<file path="config.mk">
export PLATFORM = sky130hd
export DESIGN_NAME = pe_pipelined
export DESIGN_NICKNAME = d
export VERILOG_FILES = /design/src/rtl/pe_pkg.sv /design/src/rtl/pe_wgt_regfile.sv /design/src/rtl/pe_pipelined.sv
export SDC_FILE = /design/constraint.sdc
export NUM_CORES = 1
export LEC_CHECK = 0
export CAP_MARGIN = 20
export CORE_UTILIZATION = 64
export CTS_CLUSTER_SIZE = 28
export DETAILED_ROUTE_END_ITERATION = 10
export PLACE_DENSITY = 0.81
export RECOVER_POWER = 100
export SLEW_MARGIN = 40
export SYNTH_ARGS = -nofsm -noshare
export SYNTH_HDL_FRONTEND = slang
export SYNTH_SLANG_ARGS = --single-unit
</file>
<file path="constraint.sdc">
create_clock -name clk -period 7 [get_ports clk]
set_input_delay 1.75 -clock clk [delete_from_list [all_inputs] [get_ports clk]]
set_output_delay 1.75 -clock clk [all_outputs]
set_load 0.02 [all_outputs]
</file>
<file path="src/rtl/pe_pkg.sv">
// Shared types and helpers for the weight-stationary PE tile.
// Operand fields are sized for the widest supported IN_W; unused upper bits hold extension.
package pe_pkg;

    localparam bit SAT_SIGNED   = 1'b1;
    localparam bit SAT_UNSIGNED = 1'b0;

    localparam int unsigned PE_MAX_IN_W = 32;
    localparam int unsigned PE_NARROW_W = 64;

    typedef struct packed {
        logic [PE_MAX_IN_W-1:0] act;
        logic [PE_MAX_IN_W-1:0] wgt;
        logic                   last;
        logic                   valid;
    } pe_beat_t;

    typedef struct packed {
        logic                   sat;
        logic [PE_NARROW_W-1:0] data;
    } pe_sat_t;

    // acc must already be sign- or zero-extended to PE_NARROW_W according to signed_mode.
    function automatic pe_sat_t sat_narrow(input logic [PE_NARROW_W-1:0] acc,
                                           input logic                   signed_mode,
                                           input int unsigned            out_w);
        logic signed [PE_NARROW_W-1:0] s_max;
        logic        [PE_NARROW_W-1:0] u_max;
        pe_sat_t                       res;
        s_max    = $signed((64'd1 << (out_w - 1)) - 64'd1);
        u_max    = (64'd1 << out_w) - 64'd1;
        res.sat  = 1'b0;
        res.data = acc;
        if (signed_mode == SAT_SIGNED) begin
            if ($signed(acc) > s_max) begin
                res.sat  = 1'b1;
                res.data = s_max;
            end else if ($signed(acc) < ~s_max) begin
                res.sat  = 1'b1;
                res.data = ~s_max;
            end
        end else if (acc > u_max) begin
            res.sat  = 1'b1;
            res.data = u_max;
        end
        return res;
    endfunction

endpackage

</file>
<file path="src/rtl/pe_wgt_regfile.sv">
// Weight register file: one synchronous write port, one combinational read port.
// A read of the entry being written in the same cycle returns the previous contents.
module pe_wgt_regfile #(
    parameter int unsigned DEPTH = 4,
    parameter int unsigned W     = 16,
    parameter int unsigned AW    = 2
) (
    input  logic          clk,
    input  logic          rst_n,
    input  logic          wr_en_i,
    input  logic [AW-1:0] wr_addr_i,
    input  logic [W-1:0]  wr_data_i,
    input  logic [AW-1:0] rd_addr_i,
    output logic [W-1:0]  rd_data_o
);

    logic [W-1:0] mem_q [DEPTH];

    for (genvar g = 0; g < DEPTH; g++) begin : g_entry
        logic wr_hit;
        assign wr_hit = wr_en_i && (wr_addr_i == AW'(g));

        always_ff @(posedge clk or negedge rst_n) begin
            if (!rst_n) begin
                mem_q[g] <= '0;
            end else if (wr_hit) begin
                mem_q[g] <= wr_data_i;
            end
        end
    end

    // Out-of-range addresses (non power-of-two depth) read as zero.
    assign rd_data_o = (32'(rd_addr_i) < DEPTH) ? mem_q[rd_addr_i] : '0;

endmodule

</file>
<file path="src/rtl/pe_pipelined.sv">
// Pipelined weight-stationary MAC: S1 operand capture, S2 multiply, S3 accumulate,
// then a single-entry saturating result register with valid/ready backpressure.
module pe_pipelined
    import pe_pkg::*;
#(
    parameter int unsigned  IN_W       = 16,
    parameter int unsigned  ACC_W      = 40,
    parameter int unsigned  OUT_W      = 32,
    parameter int unsigned  WREG_DEPTH = 4,
    parameter bit           SIGNED     = 1'b1,
    localparam int unsigned WA_W       = $clog2(WREG_DEPTH)
) (
    input  logic             clk,
    input  logic             rst_n,
    input  logic             wgt_wr_en_i,
    input  logic [WA_W-1:0]  wgt_wr_addr_i,
    input  logic [IN_W-1:0]  wgt_wr_data_i,
    input  logic             in_valid_i,
    output logic             in_ready_o,
    input  logic [IN_W-1:0]  in_act_i,
    input  logic [WA_W-1:0]  in_wsel_i,
    input  logic             in_last_i,
    output logic             out_valid_o,
    input  logic             out_ready_i,
    output logic [OUT_W-1:0] out_data_o,
    output logic             out_sat_o
);

    if (ACC_W < 2 * IN_W || OUT_W < IN_W || OUT_W > ACC_W || ACC_W > PE_NARROW_W ||
        OUT_W >= PE_NARROW_W || IN_W > PE_MAX_IN_W || WREG_DEPTH < 2) begin : g_param_check
        $error("pe_pipelined: unsupported parameter combination");
    end

    logic [IN_W-1:0]        rf_rd_data;
    pe_beat_t               s1_d, s1_q;
    logic [PE_NARROW_W-1:0] act_x, wgt_x;
    logic [ACC_W-1:0]       prod_d, prod_q;
    logic                   s2_valid_q, s2_last_q;
    logic [ACC_W-1:0]       sum;
    logic [ACC_W-1:0]       acc_d, acc_q;
    logic                   first_d, first_q;
    logic [PE_NARROW_W-1:0] sum_x;
    pe_sat_t                sat_res;
    logic                   stall, s3_fire, out_load;
    logic                   out_valid_d, out_valid_q;
    logic [OUT_W-1:0]       out_data_d, out_data_q;
    logic                   out_sat_d, out_sat_q;

    function automatic logic [PE_MAX_IN_W-1:0] widen_in(input logic [IN_W-1:0] v);
        logic [PE_MAX_IN_W-1:0] r;
        if (SIGNED) begin
            r = PE_MAX_IN_W'($signed(v));
        end else begin
            r = PE_MAX_IN_W'(v);
        end
        return r;
    endfunction

    pe_wgt_regfile #(
        .DEPTH (WREG_DEPTH),
        .W     (IN_W),
        .AW    (WA_W)
    ) u_wgt_regfile (
        .clk       (clk),
        .rst_n     (rst_n),
        .wr_en_i   (wgt_wr_en_i),
        .wr_addr_i (wgt_wr_addr_i),
        .wr_data_i (wgt_wr_data_i),
        .rd_addr_i (in_wsel_i),
        .rd_data_o (rf_rd_data)
    );

    // Only a finished dot product that cannot drain blocks the pipe; partial beats keep moving.
    assign stall      = s2_valid_q && s2_last_q && out_valid_q && !out_ready_i;
    assign in_ready_o = !stall;

    always_comb begin
        s1_d.act   = widen_in(in_act_i);
        s1_d.wgt   = widen_in(rf_rd_data);
        s1_d.last  = in_last_i;
        s1_d.valid = in_valid_i;
    end

    // Operands are extended per mode, so the low ACC_W bits of the wide product are exact.
    always_comb begin
        if (SIGNED) begin
            act_x = PE_NARROW_W'($signed(s1_q.act));
            wgt_x = PE_NARROW_W'($signed(s1_q.wgt));
        end else begin
            act_x = PE_NARROW_W'(s1_q.act);
            wgt_x = PE_NARROW_W'(s1_q.wgt);
        end
        prod_d = ACC_W'(act_x * wgt_x);
    end

    always_comb begin
        sum      = first_q ? prod_q : acc_q + prod_q;
        s3_fire  = !stall && s2_valid_q;
        out_load = s3_fire && s2_last_q;
        acc_d    = acc_q;
        first_d  = first_q;
        if (s3_fire) begin
            acc_d   = sum;
            first_d = s2_last_q;
        end
    end

    always_comb begin
        if (SIGNED) begin
            sum_x = PE_NARROW_W'($signed(sum));
        end else begin
            sum_x = PE_NARROW_W'(sum);
        end
        sat_res     = sat_narrow(sum_x, SIGNED, OUT_W);
        out_valid_d = out_valid_q;
        out_data_d  = out_data_q;
        out_sat_d   = out_sat_q;
        if (out_load) begin
            out_valid_d = 1'b1;
            out_data_d  = OUT_W'(sat_res.data);
            out_sat_d   = sat_res.sat;
        end else if (out_ready_i) begin
            out_valid_d = 1'b0;
        end
    end

    always_ff @(posedge clk or negedge rst_n) begin
        if (!rst_n) begin
            s1_q       <= '0;
            prod_q     <= '0;
            s2_valid_q <= 1'b0;
            s2_last_q  <= 1'b0;
            acc_q      <= '0;
            first_q    <= 1'b1;
        end else if (!stall) begin
            s1_q       <= s1_d;
            prod_q     <= prod_d;
            s2_valid_q <= s1_q.valid;
            s2_last_q  <= s1_q.last;
            acc_q      <= acc_d;
            first_q    <= first_d;
        end
    end

    always_ff @(posedge clk or negedge rst_n) begin
        if (!rst_n) begin
            out_valid_q <= 1'b0;
            out_data_q  <= '0;
            out_sat_q   <= 1'b0;
        end else begin
            out_valid_q <= out_valid_d;
            out_data_q  <= out_data_d;
            out_sat_q   <= out_sat_d;
        end
    end

    assign out_valid_o = out_valid_q;
    assign out_data_o  = out_data_q;
    assign out_sat_o   = out_sat_q;

endmodule

</file>
==> results_dict.tcl, run 1 <==
set metrics [dict create \
    worst_setup_path_start_kind "flop" \
    cts_tree "done" \
    synth_edf_count 0 \
    hold_path_depth 1 \
    finalCriticalPeriod_ns 6.59 \
    finalSetupViolations 0 \
    cp_num_buf_inv 5 \
    async_flop_share 1.00 \
    grt_pass1_vias 16100 \
    layout-drive-gt1-share 0.0718 \
    grt_usage 0.301 \
    die_w_um 181 \
    area_growth_pct 9.40 \
    place_inst 2612 \
    failed_checks "max-capacitance violations, max-slew violations" \
    num_rows 65 \
    clock_latency_ns 0.53 \
    path_cells "nand2_1, fa_1, inv_1, fa_1, inv_1, fa_1, inv_1, fa_1, fa_1, inv_1, fa_1, inv_1, ha_1, o21a_1, nor2_1, or3_1, o21bai_1, o41a_1, a41o_1, o21a_1, nor2_1, xor2_1, o21ai_0" \
    multi_input_area_um2 13900 \
    numCtsBuffers 24 \
    htree_levels 1 \
    path_delay_family "adder cells" \
    start_util 0.651 \
    holdWs_ns 0.462 \
    min_period_over_period 0.942 \
    fin_tns_setup_ns 0 \
    cp.arrival_ns 6.96 \
    synth_cell_types 65 \
    ctsHoldBuffers 0 \
    slew_viol_final 144 \
    cts.sinks 207 \
    drt_iter0_markers 783 \
    die_area_um2 32900 \
    tightest_slew_ns 2.64 \
    finalClockSkew_ns 0.0128 \
    instances_no_fill 2657 \
    wirelength_mm 46.9 \
    ys_warn_count 0 \
    post_cts_resized 0 \
    maxCapViolCount 3 \
    rsz0062_at_grt "no" \
    ys_ff_latch 207 \
    synthCells 2207 \
    required_ns 7.37 \
    synth_seq_area_share 0.251 \
    die_y_um 181 \
    core-area_um2 31600 \
    slowest_stage "dfrtp_1" \
    fillCellCount 2309 \
    wl_per_cell_um 17.7 \
    antenna_found_initial 0 \
    ys.flop_type "dfrtp_1" \
    status "finished with violations" \
    drcViolationCount 0 \
    grt_max_degree 100 \
    first_pass_iters 5 \
    overflow 0 \
    cp.depth 23 \
    cpPeakStageDelay_ns 0.78 \
    num_antenna_cells 0 \
    gp_congestion 0.942 \
    cts_setup_buffers 0 \
    hp-class "reg2reg" \
    vias_per_cell 5.75 \
    cts_buffer_depth 3 \
    synth_area_um2 20600 \
    max_slew_margin -0.757 \
    syn_avg_cell_area_um2 9.34 \
    clockRootBuffer "clkbuf_16" \
    fmax_ghz 0.152 \
    cp_max_fo 17 \
    crit_top_cell "fa_1" \
    ios 77 \
    hpwl_mm 36.2 \
    criticalPathCategory "reg2reg" \
    synth_fp_nets 2633 \
    hold_viol 0 \
    register_area_um2 5190 \
    finalCoreUtilization 0.713 \
    vias 15300 \
    reg2reg_setup_slack_ns 0.41 \
    io_buffers 76 \
    nets 2663 \
    grt_pass1_wl_mm 79.4 \
    antenna_left 0 \
    cts.clk_slew.worst_paths_ns 0.06 \
    r2r_cells 23 \
    crit_path_end_kind "flop" \
]
-- area by class of cell --
type	count	area share
clock inverters	13	0.0102
inverters	316	0.0526
multi-input cells	1589	0.615
repair buffers	99	0.0405
well taps	402	0.0223
flip-flops and latches	207	0.230
clock buffers	31	0.0296
-- worst register-to-register path: cells and delay by family, from the launching register on --
family | cells | cell delay [ns]
flip-flops | 1 | 0.78
AO/OA/AOI/OAI | 6 | 1.10
buffers and inverters | 5 | 0.24
XOR/XNOR | 1 | 0.16
AND/OR/NAND/NOR | 4 | 0.69
adder cells (fa/ha/maj) | 7 | 3.42
-- cell usage in the layout, fill, tap and decap left out, drive strengths merged, types with 37 or more instances in the layout --
cell,synthesis,routed
nand2,366,366
inv,316,316
fa,263,263
dfrtp,206,206
and2,128,128
ha,121,121
nor2,119,119
a21oi,112,112
o21ai,94,94
mux2,74,74
clkbuf,81,40
xnor2,39,39
clkdlybuf4s50,0,37
dlygate4sd3,0,37
-- sequential cells by signal (all words and copies together) (netlist names) --
signal               cells
acc_q                   40
act_x                   16
first_q                  1
out_data_o              32
out_sat_o                1
out_valid_o              1
prod_q                  32
s1_q                    18
s2_last_q                1
s2_valid_q               1
u_wgt_regfile.mem_q     64
-- path summary, 6_finish.rpt --
path                          start             to
setup / recovery           s1_q[10]     prod_q[25]
setup reg to reg           s1_q[10]     prod_q[25]
hold / removal              s1_q[1]      s2_last_q
min in group asynchronous     rst_n  out_data_o[0]
hold reg to reg             s1_q[1]      s2_last_q
max in group asynchronous     rst_n     prod_q[38]
-- cell usage after synthesis (13+ instances only) --
| master | n | share of area |
|---|---|---|
| inv_1 | 316 | 0.058 |
| mux2_2 | 74 | 0.040 |
| xnor2_1 | 39 | 0.017 |
| xor2_1 | 23 | 0.0098 |
| nand3_1 | 21 | 0.0051 |
| a21oi_1 | 112 | 0.027 |
| ha_1 | 121 | 0.073 |
| and2_1 | 128 | 0.039 |
| nand2b_1 | 31 | 0.0094 |
| o21ai_0 | 93 | 0.023 |
| fa_1 | 263 | 0.26 |
| clkbuf_1 | 81 | 0.015 |
| nand2_1 | 366 | 0.067 |
| a21o_1 | 31 | 0.011 |
| nor2_1 | 119 | 0.022 |
| a31oi_1 | 13 | 0.0039 |
| dfrtp_1 | 206 | 0.25 |
| mux4_2 | 16 | 0.017 |
-- logic make-up (layout without fill, tap and decap cells) --
logic type,after synthesis,after routing,synth area share
buffers and inverters,411,459,0.0760
XOR/XNOR,63,63,0.0274
AND/OR/NAND/NOR,728,728,0.162
multiplexers,92,92,0.0589
flip-flops,207,207,0.251
adder cells (fa/ha/maj),384,384,0.329
AO/OA/AOI/OAI,322,322,0.0951
-- routing by layer --
metal  GRT usage  share of wire  vias to the layer above  routed length [um]
li1            -              -                     7102                   -
met1       0.388           0.41                     7623               19400
met2       0.528           0.50                      448               23700
met3      0.0289          0.046                      101                2150
met4       0.114          0.036                        0                1710
met5           0              0                        -                   0
-- per-stage QoR --
stage               setup slack, ns  area (um2)
floorplan                     0.836       20600
global placement              0.555       21700
detailed placement            0.414       21700
CTS                           0.403       22600
global route                 0.0234       22500
finish                        0.407       22500
Power of run 1 is not shown: default switching activity piles up to over one toggle a cycle in this logic, so the estimate is an artifact.
==> run 2: changes to the inputs <==
--- a/config.mk
+++ b/config.mk
@@ -5,7 +5,7 @@
 export SDC_FILE = /design/constraint.sdc
 export NUM_CORES = 1
 export LEC_CHECK = 0
-export CAP_MARGIN = 20
+export CAP_MARGIN = 5
 export CORE_UTILIZATION = 64
 export CTS_CLUSTER_SIZE = 28
 export DETAILED_ROUTE_END_ITERATION = 10
==> results of run 2 <==
Final layout, timing and power as in run 1 (identical DEF).
Power of run 2 is left out for the same reason.
==> run 3: changes to the inputs <==
--- a/config.mk
+++ b/config.mk
@@ -5,7 +5,7 @@
 export SDC_FILE = /design/constraint.sdc
 export NUM_CORES = 1
 export LEC_CHECK = 0
-export CAP_MARGIN = 5
+export CAP_MARGIN = 20
 export CORE_UTILIZATION = 64
 export CTS_CLUSTER_SIZE = 28
 export DETAILED_ROUTE_END_ITERATION = 10
==> results of run 3 <==
Final layout, timing and power as in run 1 (identical DEF).
Power of run 3 is left out for the same reason.
